### config.mk
export PLATFORM = sky130hd
export DESIGN_NAME = spike_aer_encoder
export DESIGN_NICKNAME = d
export VERILOG_FILES = /design/src/rtl/spike_aer_encoder.sv
export SDC_FILE = /design/constraint.sdc
export NUM_CORES = 1
export LEC_CHECK = 0
export ABC_AREA = 0
export ABC_CLOCK_PERIOD_IN_PS = 3300
export BUFFER_PORTS_ARGS = -buffer_cell sky130_fd_sc_hd__clkbuf_2
export CAP_MARGIN = 20
export CORE_MARGIN = 2
export CORE_UTILIZATION = 55
export CTS_CLUSTER_DIAMETER = 60
export DETAILED_ROUTE_END_ITERATION = 7
export PLACE_DENSITY_LB_ADDON = 0.25
export RECOVER_POWER = 100
export REMOVE_ABC_BUFFERS = 1
export SYNTH_ARGS = -nofsm -noshare
export SYNTH_HDL_FRONTEND = slang
export SYNTH_SLANG_ARGS = --single-unit
### constraint.sdc
create_clock -name clk -period 3.3 [get_ports clk]
set_clock_uncertainty 0.15 [all_clocks]
set_input_delay 0.165 -clock clk [delete_from_list [all_inputs] [get_ports clk]]
set_output_delay 0.165 -clock clk [all_outputs]
set_load 0.02 [all_outputs]
### src/rtl/spike_aer_encoder.sv
// Spike-to-AER encoder: stamps each spike with the current timestep and queues it in a FWFT FIFO.
// Optional macro AER_DROP_CNT_EN builds a saturating dropped-event counter on drop_count.
module spike_aer_encoder #(
    parameter int ADDR_W = 8,
    parameter int TS_W   = 16,
    parameter int DEPTH  = 16
) (
    input  logic                     clk,
    input  logic                     rst,
    input  logic                     spike_valid,
    input  logic                     spike,
    input  logic [ADDR_W-1:0]        neuron_idx,
    input  logic                     step_done,
    input  logic                     clr_ovf,
    output logic                     aer_valid,
    input  logic                     aer_ready,
    output logic [ADDR_W-1:0]        aer_addr,
    output logic [TS_W-1:0]          aer_ts,
    output logic [TS_W-1:0]          timestep,
    output logic [$clog2(DEPTH):0]   fifo_count,
    output logic                     fifo_full,
    output logic                     overflow,
    output logic [15:0]              drop_count
);

    localparam int PTR_W  = $clog2(DEPTH);
    localparam int CNT_W  = PTR_W + 1;
    localparam int WORD_W = TS_W + ADDR_W;
    localparam logic [CNT_W-1:0] DEPTH_C = CNT_W'(DEPTH);

    logic [WORD_W-1:0] mem_q [DEPTH];
    logic [PTR_W-1:0]  wr_ptr_q, wr_ptr_d;
    logic [PTR_W-1:0]  rd_ptr_q, rd_ptr_d;
    logic [CNT_W-1:0]  count_q, count_d;
    logic [TS_W-1:0]   timestep_q, timestep_d;
    logic              overflow_q, overflow_d;

    logic              push, pop, full, wr_en, drop;
    logic [WORD_W-1:0] head_word;

    assign push  = spike_valid & spike;
    assign full  = (count_q == DEPTH_C);
    assign pop   = aer_valid & aer_ready;
    // A pop in the same edge frees the slot, so a push into a full FIFO still lands.
    assign wr_en = push & (~full | pop);
    assign drop  = push & full & ~pop;

    always_comb begin
        wr_ptr_d   = wr_ptr_q;
        rd_ptr_d   = rd_ptr_q;
        count_d    = count_q;
        timestep_d = timestep_q;
        overflow_d = overflow_q;

        if (wr_en) wr_ptr_d = wr_ptr_q + 1'b1;
        if (pop)   rd_ptr_d = rd_ptr_q + 1'b1;

        case ({wr_en, pop})
            2'b10:   count_d = count_q + 1'b1;
            2'b01:   count_d = count_q - 1'b1;
            default: count_d = count_q;
        endcase

        if (step_done) timestep_d = timestep_q + 1'b1;

        if (drop)         overflow_d = 1'b1;
        else if (clr_ovf) overflow_d = 1'b0;
    end

    always_ff @(posedge clk or negedge rst) begin
        if (!rst) begin
            wr_ptr_q   <= '0;
            rd_ptr_q   <= '0;
            count_q    <= '0;
            timestep_q <= '0;
            overflow_q <= 1'b0;
        end else begin
            wr_ptr_q   <= wr_ptr_d;
            rd_ptr_q   <= rd_ptr_d;
            count_q    <= count_d;
            timestep_q <= timestep_d;
            overflow_q <= overflow_d;
        end
    end

    // Storage needs no reset: pointers and count alone define which entries are live.
    always_ff @(posedge clk) begin
        if (wr_en) mem_q[wr_ptr_q] <= {timestep_q, neuron_idx};
    end

    assign head_word  = mem_q[rd_ptr_q];
    assign aer_valid  = (count_q != '0);
    assign aer_addr   = head_word[ADDR_W-1:0];
    assign aer_ts     = head_word[WORD_W-1:ADDR_W];
    assign timestep   = timestep_q;
    assign fifo_count = count_q;
    assign fifo_full  = full;
    assign overflow   = overflow_q;

`ifdef AER_DROP_CNT_EN
    logic [15:0] drop_cnt_q, drop_cnt_d;

    always_comb begin
        drop_cnt_d = drop_cnt_q;
        if (clr_ovf)
            drop_cnt_d = drop ? 16'd1 : 16'd0;
        else if (drop && drop_cnt_q != 16'hFFFF)
            drop_cnt_d = drop_cnt_q + 16'd1;
    end

    always_ff @(posedge clk or negedge rst) begin
        if (!rst) drop_cnt_q <= '0;
        else      drop_cnt_q <= drop_cnt_d;
    end

    assign drop_count = drop_cnt_q;
`else
    assign drop_count = 16'd0;
`endif

endmodule

==> load_flow_metrics.sql <==
INSERT INTO impl_metrics (metric_group, metric, value, unit) VALUES
('run_status', 'failed_checks', 'max-capacitance violations, max-slew violations', ''),
('clock_tree', 'clock_tree.root_cell', 'clkbuf_16', ''),
('die', 'floorplan.initialDensity', '56.2', '%'),
('clock_tree', 'clock_path_buffers', '3', ''),
('cells_and_area', 'diodes', '0', ''),
('cells_and_area', 'area_overhead_vs_synth', '14.9', '%'),
('sta', 'max_freq', '324', 'MHz'),
('route', 'viasPerCell', '6.12', ''),
('critical_path', 'critPathMostFrequentCell', 'mux4_2', ''),
('die', 'die_height', '176', 'µm'),
('sta', 'final.min_clock_period', '3.09', 'ns'),
('logic_synthesis', 'area_share_of_the_leading_cell_type_in_the_synthesized_netlist', '71.2', '%'),
('placed_design', 'placed_cells_incl_taps', '1173', ''),
('logic_synthesis', 'synth_area_per_cell', '22.3', 'µm²'),
('sta', 'max_slew_violation_count', '31', ''),
('clock_tree', 'cts_tree', 'built', ''),
('die', 'die-area', '30900', 'µm²'),
('critical_path', 'worstSetupPathType', 'reg -> out', ''),
('logic_synthesis', 'yosys_reg_bits', '414', ''),
('logic_synthesis', 'netlist_area', '16200', 'µm²'),
('route', 'avgRoutedWirePerCell', '26.8', 'µm'),
('sta', 'layout_worst_path_cycle_share', '93.6', '%'),
('global_routing', 'antenna_found_initial', '0', ''),
('critical_path', 'slowest_delay', '0.66', 'ns'),
('route', 'remaining_drc_errors', '0', ''),
('sta', 'grt_setup_unrepaired', 'false', ''),
('route', 'ant_nets', '0', ''),
('cells_and_area', 'layout_cell_share_with_drive_strength_beyond_1', '27.5', '%'),
('logic_synthesis', 'synth-edff-count', '384', ''),
('critical_path', 'required', '2.98', 'ns'),
('run_status', 'status', 'finished with violations', ''),
('logic_synthesis', 'synth_warnings', '0', ''),
('hold_path', 'min_path_type', 'in -> reg', ''),
('route', 'vias', '7720', ''),
('placed_design', 'dp.final_hpwl', '18.5', 'mm'),
('die', 'floorplan.io_pins', '79', ''),
('critical_path', 'kind_of_launch_point_of_the_worst_setup_path', 'flop', ''),
('logic_synthesis', 'post_synth_num_cell_types', '42', ''),
('sta', 'timing.slew.headroom', '-19.8', '%'),
('global_routing', 'grtUsageTotal', '22.6', '%'),
('route', 'drt_pre_antenna_iters', '5', ''),
('cells_and_area', 'fin_nets', '871', ''),
('cells_and_area', 'seqCellArea', '12300', 'µm²'),
('clock_tree', 'clk_pin_slew', '0.05', 'ns'),
('critical_path', 'top_fanout_value_on_the_critical_path', '18', ''),
('global_routing', 'grt_first_pass_wirelength', '50.8', 'mm'),
('clock_tree', 'h_tree_depth', '2', ''),
('power_and_ir_drop', 'cellLeakagePower', '5.97', 'nW'),
('placed_design', 'numPortBuffers', '62', ''),
('logic_synthesis', 'synth-main-ff-cell', 'edfxtp_1', ''),
('logic_synthesis', 'synthArstFlopShare', '7.25', '%'),
('logic_synthesis', 'netlist_instances', '727', ''),
('critical_path', 'critPathCaptureType', 'primary output', ''),
('clock_tree', 'clk-insertion-delay-late', '0.54', 'ns'),
('clock_tree', 'cts_repair_resize_count', '0', ''),
('die', 'rows', '62', ''),
('power_and_ir_drop', 'power_density', '849', 'nW/µm²'),
('cells_and_area', 'final_cells', '1261', ''),
('global_routing', 'grt.overflow.total', '0', ''),
('logic_synthesis', 'synth.top_cells.by_area', 'edfxtp_1, mux4_2, dfrtp_1', ''),
('clock_tree', 'cts_inserted_buffers', '41', ''),
('logic_synthesis', 'synthDominantAreaCellType', 'edfxtp_1', ''),
('critical_path', 'critPathSlowestCell', 'dfrtp_4', ''),
('sta', 'report.final.setup_viol', '0', ''),
('clock_tree', 'clock-sinks', '414', ''),
('placed_design', 'finalWeightedCongestion', '0.842', ''),
('sta', 'finalHoldViolCount', '0', ''),
('die', 'chipWidth', '176', 'µm'),
('flow_run', 'drv_cap', '1', ''),
('route', 'initialDrtViolationCount', '884', ''),
('sta', 'max_slew.worst_pin.slew', '1.80', 'ns'),
('power_and_ir_drop', 'irDropWorstVdd', '0.000534', 'V'),
('logic_synthesis', 'synth-seq-area-share', '75.8', '%'),
('global_routing', 'grt_start_max_net_pins', '33', ''),
('global_routing', 'grt_pass1_vias', '8148', ''),
('cells_and_area', 'layout.filler_cells', '1865', ''),
('route', 'detail_route.wirelength', '33.8', 'mm'),
('die', 'core', '28900', 'µm²'),
('cells_and_area', 'multi_input_gate_area', '3690', 'µm²'),
('critical_path', 'worstPathCellList', 'buf_6, mux4_2, mux4_2, clkbuf_2', ''),
('critical_path', 'worst_path_arrival', '2.77', 'ns'),
('sta', 'worst_hold_slack', '0.0731', 'ns');
[registers in the layout, indices dropped and copies added (netlist names)]
signal      cells
fifo_count      5
timestep       16
wr_ptr_q        4
overflow        1
rd_ptr_q        4
mem_q         384
[worst max-delay path: cells and delay by family, from the launching register on]
kind,cells,cell delay [ns]
mux,2,1.07
flops,1,0.66
buf+inv,2,0.50
[stage by stage]
stage | util (%) | total power [mW] | worst slack [ns] | TNS, ns | area (µm²)
final | 64.5 | 15.8 | 0.213 | 0 | 18600
after global routing | 64.5 | 16.4 | 0.0621 | 0 | 18600
after CTS | 65.0 | 16.0 | 0.0778 | 0 | 18800
after detailed placement | 59.8 | 11.3 | 0.354 | 0 | 17300
after global placement | 59.8 | 11.1 | 0.417 | 0 | 17300
after floorplan | - | 9.89 | -2.02 | -79.23 | 16000
[cell usage after synthesis, types with 4 or more instances]
master	count
buf_4	16
inv_1	9
xnor2_1	20
nand4_1	5
nand3_1	6
mux4_2	120
dfrtp_1	30
nor3_1	5
clkbuf_1	11
and3_1	4
xor2_1	5
nand2b_1	4
nor2_1	25
nand2_1	20
edfxtp_1	384
buf_2	12
buf_1	6
ha_1	9
[placed cells by master (no fill, tap or decap), types with 13 or more instances in the layout]
master and instances:
clkbuf_1 61, xnor2_1 20, clkbuf_16 42, conb_1 16
edfxtp_1 384, dfrtp_1 27, mux4_2 120, nor2_1 16
nand2_1 20, clkbuf_2 20, dlygate4sd3_1 13
[routing by layer]
metal / up-vias / track usage [%] / part of all wire (%)
met5: - / 0 / 0
met4: 0 / 8.06 / 3.2
met3: 71 / 4.72 / 7.4
met2: 376 / 36.8 / 50
met1: 4049 / 31.0 / 39
li1: 3224 / - / -
[kinds of logic after synthesis]
kind of cell | share of synthesized area, %
flip-flops | 75.8
multiplexers | 16.8
AND/OR/NAND/NOR | 2.14
buffers and inverters | 2.06
XOR/XNOR | 1.35
AO/OA/AOI/OAI | 1.00
adder cells (fa/ha/maj) | 0.818
other | 0.0231
[final cells by class]
type                       count  share of cell area, %
clock inverter                20                   1.38
multi-input combinational    270                   19.8
clock buffer                  54                   6.00
sequential                   414                   66.0
inverter                       9                  0.181
tap                          384                   2.58
timing repair buffer         110                   3.99
[final timing paths]
check | start | to | slack (ns) | depth (start not counted)
setup reg to reg | fifo_count[1]$_DFFE_PN0P_ | mem_q[2][5]$_DFFE_PP_ | 0.26 | 5
hold reg to reg | rd_ptr_q[3]$_DFFE_PN0P_ | rd_ptr_q[3]$_DFFE_PN0P_ | 0.33 | 1
hold / removal | spike | fifo_count[3]$_DFFE_PN0P_ | 0.07 | 4
min in group asynchronous | rst | rd_ptr_q[3]$_DFFE_PN0P_ | 0.50 | 2
max in group asynchronous | rst | rd_ptr_q[1]$_DFFE_PN0P_ | 1.22 | 2
setup / recovery | rd_ptr_q[0]$_DFFE_PN0P_ | aer_ts[3] | 0.21 | 4
[report_power, final]
group          total (mW)  leakage (nW)  internal (mW)  switching [mW]
sequential           6.83          3.77           6.29           0.541
clock                4.72         0.671           2.85            1.87
combinational        4.25          1.52           2.02            2.23
total                15.8          5.97           11.2            4.64
[what timing repair did]
action / 4_1_cts / 5_1_grt
hold buffers: 13 / 0
endpoints found under the setup margin: 0 / 2
hold endpoints to repair: 169 / 0
buffers inserted: 0 / 1
Power figures use the tool's default switching activity.
